<file path="config.mk">
export PLATFORM = sky130hd
export DESIGN_NAME = vvm_cfg_sched
export DESIGN_NICKNAME = d
export VERILOG_FILES = /design/src/rtl/vvm_cfg_sched.sv
export SDC_FILE = /design/constraint.sdc
export NUM_CORES = 1
export LEC_CHECK = 0
export CELL_PAD_IN_SITES_DETAIL_PLACEMENT = 0
export CELL_PAD_IN_SITES_GLOBAL_PLACEMENT = 1
export CORE_ASPECT_RATIO = 0.5
export CORE_MARGIN = 2
export CORE_UTILIZATION = 40
export CTS_CLUSTER_SIZE = 16
export DETAILED_ROUTE_END_ITERATION = 16
export PLACE_DENSITY_LB_ADDON = 0.1
export SYNTH_ARGS = -nofsm -noshare
export SYNTH_HDL_FRONTEND = slang
export SYNTH_SLANG_ARGS = --single-unit
</file>
<file path="constraint.sdc">
create_clock -name sample_clk -period 1.94 [get_ports sample_clk]
set_input_delay 0.291 -clock sample_clk [delete_from_list [all_inputs] [get_ports sample_clk]]
set_output_delay 0.291 -clock sample_clk [all_outputs]
set_load 0.01 [all_outputs]
</file>
<file path="src/rtl/vvm_cfg_sched.sv">
// Configuration scheduler for vvm_dsp: shadow registers are applied atomically on a
// result_strobe frame boundary, followed by a datapath flush and a settling window.
module vvm_cfg_sched #(
   parameter int          N_CH            = 4,
   parameter int          RST_CYC         = 2,
   parameter int          N_SETTLE        = 4,
   parameter logic [12:0] CIC_PERIOD_INIT = 13'd10,
   parameter logic [3:0]  CIC_SHIFT_INIT  = 4'd7,
   parameter logic [5:0]  IIR_SHIFT_INIT  = 6'd4
) (
   input  logic                 sample_clk,
   input  logic                 sample_rst_n,
   input  logic                 cfg_we,
   input  logic [2:0]           cfg_addr,
   input  logic [31:0]          cfg_wdata,
   input  logic                 result_strobe,
   output logic [32*N_CH-1:0]   ftw,
   output logic [12:0]          cic_period,
   output logic [3:0]           cic_shift,
   output logic [5:0]           iir_shift,
   output logic                 dsp_rst,
   output logic                 busy,
   output logic                 meas_valid,
   output logic [7:0]           commit_cnt
);

   typedef enum logic [1:0] {
      ST_IDLE   = 2'd0,
      ST_PEND   = 2'd1,
      ST_FLUSH  = 2'd2,
      ST_SETTLE = 2'd3
   } state_t;

   localparam logic [3:0] FLUSH_LOAD  = 4'(RST_CYC - 1);
   localparam logic [7:0] SETTLE_LOAD = 8'(N_SETTLE);

   logic [31:0]        r_sh_ftw [N_CH];
   logic [12:0]        r_sh_period;
   logic [3:0]         r_sh_cic_shift;
   logic [5:0]         r_sh_iir_shift;

   state_t             r_state;
   logic [3:0]         r_flush_cnt;
   logic [7:0]         r_settle_cnt;
   logic               r_pend_req;
   logic               r_from_commit;
   logic [32*N_CH-1:0] r_ftw;
   logic [12:0]        r_cic_period;
   logic [3:0]         r_cic_shift;
   logic [5:0]         r_iir_shift;
   logic               r_dsp_rst;
   logic               r_meas_valid;
   logic [7:0]         r_commit_cnt;

   logic               w_commit;

   assign w_commit = cfg_we && (cfg_addr == 3'd7);

   // Shadow register file, written from the bus in any state
   always_ff @(posedge sample_clk or negedge sample_rst_n) begin
      if (!sample_rst_n) begin
         for (int n = 0; n < N_CH; n++) begin
            r_sh_ftw[n] <= 32'd0;
         end
         r_sh_period    <= CIC_PERIOD_INIT;
         r_sh_cic_shift <= CIC_SHIFT_INIT;
         r_sh_iir_shift <= IIR_SHIFT_INIT;
      end else if (cfg_we) begin
         case (cfg_addr)
            3'd4: r_sh_period    <= cfg_wdata[12:0];
            3'd5: r_sh_cic_shift <= cfg_wdata[3:0];
            3'd6: r_sh_iir_shift <= cfg_wdata[5:0];
            3'd7: begin
            end
            default: begin
               for (int n = 0; n < N_CH; n++) begin
                  if (cfg_addr == 3'(n)) begin
                     r_sh_ftw[n] <= cfg_wdata;
                  end
               end
            end
         endcase
      end
   end

   // Commit/apply/flush/settle sequencer with registered outputs
   always_ff @(posedge sample_clk or negedge sample_rst_n) begin
      if (!sample_rst_n) begin
         r_state       <= ST_FLUSH;
         r_flush_cnt   <= FLUSH_LOAD;
         r_settle_cnt  <= 8'd0;
         r_pend_req    <= 1'b0;
         r_from_commit <= 1'b0;
         r_ftw         <= '0;
         r_cic_period  <= CIC_PERIOD_INIT;
         r_cic_shift   <= CIC_SHIFT_INIT;
         r_iir_shift   <= IIR_SHIFT_INIT;
         r_dsp_rst     <= 1'b1;
         r_meas_valid  <= 1'b0;
         r_commit_cnt  <= 8'd0;
      end else begin
         case (r_state)
            ST_IDLE: begin
               if (w_commit || r_pend_req) begin
                  r_state    <= ST_PEND;
                  r_pend_req <= 1'b0;
               end
            end
            ST_PEND: begin
               // Further commits here are absorbed; only the frame boundary matters
               if (result_strobe) begin
                  for (int n = 0; n < N_CH; n++) begin
                     r_ftw[32*n +: 32] <= r_sh_ftw[n];
                  end
                  r_cic_period  <= r_sh_period;
                  r_cic_shift   <= r_sh_cic_shift;
                  r_iir_shift   <= r_sh_iir_shift;
                  r_dsp_rst     <= 1'b1;
                  r_flush_cnt   <= FLUSH_LOAD;
                  r_meas_valid  <= 1'b0;
                  r_from_commit <= 1'b1;
                  r_state       <= ST_FLUSH;
               end
            end
            ST_FLUSH: begin
               if (w_commit) begin
                  r_pend_req <= 1'b1;
               end
               if (r_flush_cnt == 4'd0) begin
                  r_dsp_rst    <= 1'b0;
                  r_settle_cnt <= SETTLE_LOAD;
                  r_state      <= ST_SETTLE;
               end else begin
                  r_flush_cnt <= r_flush_cnt - 4'd1;
               end
            end
            ST_SETTLE: begin
               // A new commit outranks a coincident final strobe
               if (w_commit || r_pend_req) begin
                  r_state    <= ST_PEND;
                  r_pend_req <= 1'b0;
               end else if (result_strobe) begin
                  r_settle_cnt <= r_settle_cnt - 8'd1;
                  if (r_settle_cnt == 8'd1) begin
                     r_state      <= ST_IDLE;
                     r_meas_valid <= 1'b1;
                     if (r_from_commit) begin
                        r_commit_cnt <= r_commit_cnt + 8'd1;
                     end
                  end
               end
            end
            default: begin
               r_state <= ST_IDLE;
            end
         endcase
      end
   end

   assign ftw        = r_ftw;
   assign cic_period = r_cic_period;
   assign cic_shift  = r_cic_shift;
   assign iir_shift  = r_iir_shift;
   assign dsp_rst    = r_dsp_rst;
   assign meas_valid = r_meas_valid;
   assign commit_cnt = r_commit_cnt;
   assign busy       = (r_state != ST_IDLE);

endmodule

</file>
* Word level (Yosys, flattened, before mapping) *
Index checks and enable logic that the tools add are counted.

operators by class
  bitwise gates (word level) = 2
  add/subtract/negate cells = 3
  eq/ne operators = 22
  reductions and logical operators = 27
  mux-type cells = 25

operators with widths
  kind                                                                number
  8-bit two-way mux                                                   3
  3-bit AND reduction                                                 7
  2-bit inequality test, second input constant                        8
  8-bit case mux with 2 select lines                                  1
  5-bit AND reduction                                                 3
  3-bit == test, second input constant                                4
  2-bit two-way mux                                                   6
  2-bit nonzero test                                                  5
  8-bit by 1-bit adder with 8-bit output, second input constant       1
  8-bit by 1-bit == test with 1-bit output, second input constant     1
  1-bit two-way mux                                                   8
  4-bit two-way mux                                                   2
  2-bit case mux with 4 select lines                                  1
  4-bit case mux with 2 select lines                                  1
  2-bit AND reduction                                                 4
  8-bit by 1-bit subtractor with 8-bit output, second input constant  1
  3-bit by 2-bit == test with 1-bit output, second input constant     2
  3-bit inequality test, second input constant                        2
  1-bit case mux with 2 select lines                                  3
  2-bit == test, second input constant                                2
  4-bit zero test                                                     1
  4-bit AND reduction                                                 1
  4-bit OR reduction                                                  1
  4-bit by 1-bit subtractor with 4-bit output, second input constant  1
  other kinds (9)                                                     10

storage, ports and cells
  input port bits = 39
  flip-flop bits (word level) = 328
  word-level logic and storage cells = 98

* Longest topological paths before layout *
  depth in word-level cells = 5
  mapped depth = 8
  depth with buffers taken out = 7

* Worst setup path before layout *
No wires, ideal clock.

  path kind = register -> register
  from = reg r_state[1]
  to = reg r_ftw[100] (netlist: ftw[100])
  library setup time = 125 ps
  cell stages (with the launch flop) = 8
  data arrival time = 1977 ps
  setup slack = -162 ps
  period minus slack after synthesis = 2102 ps
  cell sequence = dfstp_2 > inv_1 > ha_1 > clkbuf_1 > nand2_1 > clkbuf_1 > buf_2 > mux2_2

on the way
  cells in the longest elaborated chain, start to end = 2

ends and longest elaborated chain
  what                                      line  text
  start: declaration                        42    state_t r_state;
  start signal: assignment                  89    r_state <= ST_FLUSH;
  start signal: assignment                  105   r_state <= ST_PEND;
  start signal: assignment                  122   r_state <= ST_FLUSH;
  2-bit by 1-bit == test with 1-bit output  102   case (r_state)
  2-bit AND reduction (no source line)      --
  end signal: indexed assignment            113   r_ftw[32*n +: 32] <= r_sh_ftw[n];
  end: declaration                          47    logic [32*N_CH-1:0] r_ftw;

No other way between the ends.
A chain may end at the register's enable or synchronous reset.

* Worst setup path after layout *
  from = reg r_settle_cnt[1]
  to = reg r_commit_cnt[1] (netlist: commit_cnt[1])

on the way
  cells in the longest elaborated chain, start to end = 2

ends and longest elaborated chain
  what                                      line  text
  start: declaration                        44    logic [7:0] r_settle_cnt;
  start signal: assignment                  143   r_settle_cnt <= r_settle_cnt - 8'd1;
  8-bit by 1-bit == test with 1-bit output  144   if (r_settle_cnt == 8'd1) begin
  5-bit AND reduction (no source line)      --
  end signal: assignment                    148   r_commit_cnt <= r_commit_cnt + 8'd1;
  end: declaration                          53    logic [7:0] r_commit_cnt;

No other way between the ends.

==> metrics.md <==
| Metric | Value |
|---|---|
| Post-synthesis xor/xnor area fraction | less than 1% |
| # setup viols final | 0 |
| Final cycle utilization of the critical path | between 90% and 100% |
| Clock latency on the worst-skew pair | around 0.56 ns |
| Maximum VDD drop | between 0.0007 and 0.0008 V |
| Total GRT Usage | between 10% and 20% |
| Yosys reg bits | 328 |
| Die extent in y | 130 um |
| Pin count of the biggest net entering global routing | 53 |
| Vias/cell | between 4 and 5 |
| WP data arrival | roughly 2.3 ns |
| 1st-iter DRT viols | ~280 |
| Chip Width | around 260 um |
| Ant. Diodes | 0 |
| Routed wire per std cell | between 15 and 20 um |
| Worst path required time | approximately 2.4 ns |
| Final setup skew | about 0.012 ns |
| Post-synth EDFFs | 0 |
| Switching share of power | approximately 28% |
| Clk pin slew, worst setup/hold paths | about 0.07 ns |
| Clock network fraction of total power | between 20% and 30% |
| Vias | around 7400 |
| RSZ-0062 raised after global routing | false |
| CTS sink count | about 330 |
| Post-DP HPWL | 19000 um |
| Max-slew violations | 0 |
| Area Growth Syn to Fin | 32.2% |
| Fmax | roughly 540 MHz |
| Simple-Gate Fraction of Synth Area | under 10% |
| Share of cells above drive strength 1 | between 40% and 50% |
| Post-CTS setup repair buffer count | 0 |
| First-pass GRT wire length | about 44000 um |
| Synth Warn # | 0 |
| Max clock buf depth | 3 |
| Combinational cell fraction of total power | 33.2% |
| Slew at the pin closest to its max-slew limit | between 0.5 and 0.6 ns |
| P_leak | roughly 7.3 nW |
| Ys async rst share | 100% |
| Relative slew slack | between 60% and 70% |
| Sequential area share after synthesis | roughly 65% |
| Critical path peak fanout | 8 |
| Post-DP Area | about 0.016 mm^2 |
| Most frequent cells in the layout | dfrtp_1, mux2_2, clkdlybuf4s50_1, buf_4, clkbuf_16 |
| Ports | roughly 200 |
| Initial Utilization | about 40% |
| Tightest Hold Check Type | input port to asynchronous set/reset pin |
| PD cells | about 1500 mW/mm^2 |
| Placeable Area | 0.0315 mm^2 |
| IO buf count | 200 |
| Die ar. | approximately 0.033 mm^2 |
| Synth Cell Area | approximately 0.013 mm^2 |
| Nets | 1093 |
| Post-Synth Adder-Cell Area | less than 1% |
| P_int | roughly 18 mW |
| Initial antenna violation count | 0 |
| Post-route DRC | 0 |
| MaxCap Viol Count | 0 |
| Seq pwr share | 42.1% |
| Mapped Nets | ~840 |
| DR pass1 iterations | 4 |
| Top_reg_cell synth | dfrtp_1 |
| Crit. End Element | flip-flop |
| Vias in the first global route | roughly 7800 |
| Post-route cell area | ~0.017 mm^2 |
| Net switching power | between 7 and 8 mW |
| CTS tree | done |
| Num rows | 46 |
| CP Launch Type | flip-flop |
| Syn avg cell area | about 16 um^2 |
| Post-Synthesis Cells | approximately 800 |
| Status | completed |
| Post-synthesis mux area share | a little over a quarter |
| Complex-gate fraction of the synthesized area | 2.13% |
| Synth unique cells | 48 |
| Total CTS buffers | 30 |
| H-tree levels | 1 |
| Main combinational cell family by area after synthesis | multiplexers |
| Post-route ant nets | 0 |
| Routed Wire Length | between 20000 and 30000 um |
| Most common cell after layout, fill and taps aside | dfrtp_1 |
| Hold_ws | 0.259 ns |
| Clock Tree Root | clkbuf_16 |
| GRT Residual Overflow | 0 |
| Minimum clock period | about 1.9 ns |
| Fin. Hold Viols | 0 |
| Crit path kind | flip-flop to flip-flop |
| Placer Congestion | 0.768 |
==> final timing paths <==
| path | from | to | slack (ns) | depth (start not counted) |
|---|---|---|---|---|
| worst max-delay path | r_settle_cnt[1]$_DFFE_PN0P_ | commit_cnt[1]$_DFFE_PN0P_ | 0.09 | 7 |
| worst min-delay path | sample_rst_n | commit_cnt[4]$_DFFE_PN0P_ | 0.26 | 2 |
| worst max register to register | r_settle_cnt[1]$_DFFE_PN0P_ | commit_cnt[1]$_DFFE_PN0P_ | 0.09 | 7 |
| worst min register to register | r_from_commit$_DFFE_PN0P_ | r_from_commit$_DFFE_PN0P_ | 0.46 | 1 |
| max in group asynchronous | sample_rst_n | r_sh_ftw[95]$_DFFE_PN0P_ | 0.96 | 3 |
| min in group sample_clk | cfg_wdata[30] | r_sh_ftw[94]$_DFFE_PN0P_ | 0.45 | 2 |
==> power by group through the flow <==
stage / Combinational, mW / Sequential, mW / Clock [mW]
finish: 8.49 / 10.8 / 6.30
global route: 9.15 / 11.1 / 6.77
CTS: 8.64 / 10.8 / 6.48
detailed placement: 8.62 / 10.9 / 0
global placement: 8.49 / 10.9 / 0
floorplan: 3.41 / 11.2 / 0
==> metrics by stage <==
step / worst slack, ns / total power [mW] / util [%] / cells / setup TNS [ns]
floorplan: 0.00519 / 14.6 / - / 795 / 0
global placement: -0.177 / 19.4 / 49.9 / 1443 / -12.84
detailed placement: -0.239 / 19.6 / 49.9 / 1443 / -14.02
CTS: 0.00134 / 26.0 / 53.3 / 1499 / 0
global route: 0.000570 / 27.0 / 53.3 / 1499 / 0
finish: 0.0852 / 25.6 / 53.3 / 1499 / 0
==> sequential cells by signal, summed over array words and instances (netlist names), 4 cells and up <==
signal          cells
r_sh_iir_shift      6
r_sh_cic_shift      4
r_sh_ftw          128
cic_shift           4
r_settle_cnt        8
r_sh_period        13
cic_period         13
r_flush_cnt         4
ftw               128
iir_shift           6
commit_cnt          8
==> cells by family (layout without fill, tap and decap cells) <==
kind of cell    count (synthesis)  count (layout)
fa+ha+maj                      10              10
mux                           307             307
flops                         328             328
simple gates                   56              56
compound gates                 39              39
buf+inv                        48             320
xor+xnor                        7               7
==> critical path, stage by stage (launching register included) <==
cell      delay (ns)
dfrtp_1         0.42
inv_1           0.09
ha_1            0.15
nand3b_1        0.13
nor3_4          0.20
and4_1          0.24
buf_4           0.17
mux2_2          0.33
==> cell type report <==
type | instances | area [um^2]
Fill cell | 2646 | 14700
Sequential cell | 328 | 8230
Multi-Input combinational cell | 419 | 4300
Timing Repair Buffer | 254 | 2610
Clock buffer | 40 | 838
Tap cell | 432 | 541
Clock inverter | 15 | 216
Inverter | 11 | 41.3
==> routing by layer <==
metal  up-vias  GRT usage, %  share of wire (%)
li1       3337             -                  -
met1      3900          22.4                 46
met2       115          28.9                 49
met3        32          3.65                3.8
met4         0          3.10                1.5
met5         -             0                  0
==> what timing repair did <==
action / 4_1_cts / 5_1_grt
hold buffers: 1 / 0
cloned: 0 / 0
hold endpoints to repair: 39 / 0
setup endpoints to repair: 5 / 8
gates resized for setup: 10 / 8
==> cell usage after synthesis, drive strengths merged, types with 2 or more instances <==
cell	number	area share, %
a21oi	10	0.39
o21ai	8	0.32
dfrtp	313	62
ha	10	0.99
xor2	2	0.20
a211oi	2	0.12
and4	2	0.16
inv	11	0.33
nand2	12	0.35
and3	4	0.20
buf	22	0.92
nor3	6	0.36
xnor2	5	0.34
o31ai	4	0.24
clkbuf	15	0.44
dfstp	15	3.1
nand4	5	0.25
mux2	307	27
a31oi	4	0.20
nand4b	3	0.21
nand3	2	0.079
nand2b	4	0.20
nor2	10	0.30
nor3b	2	0.20
No activity file was read; power rests on OpenSTA's default activity.
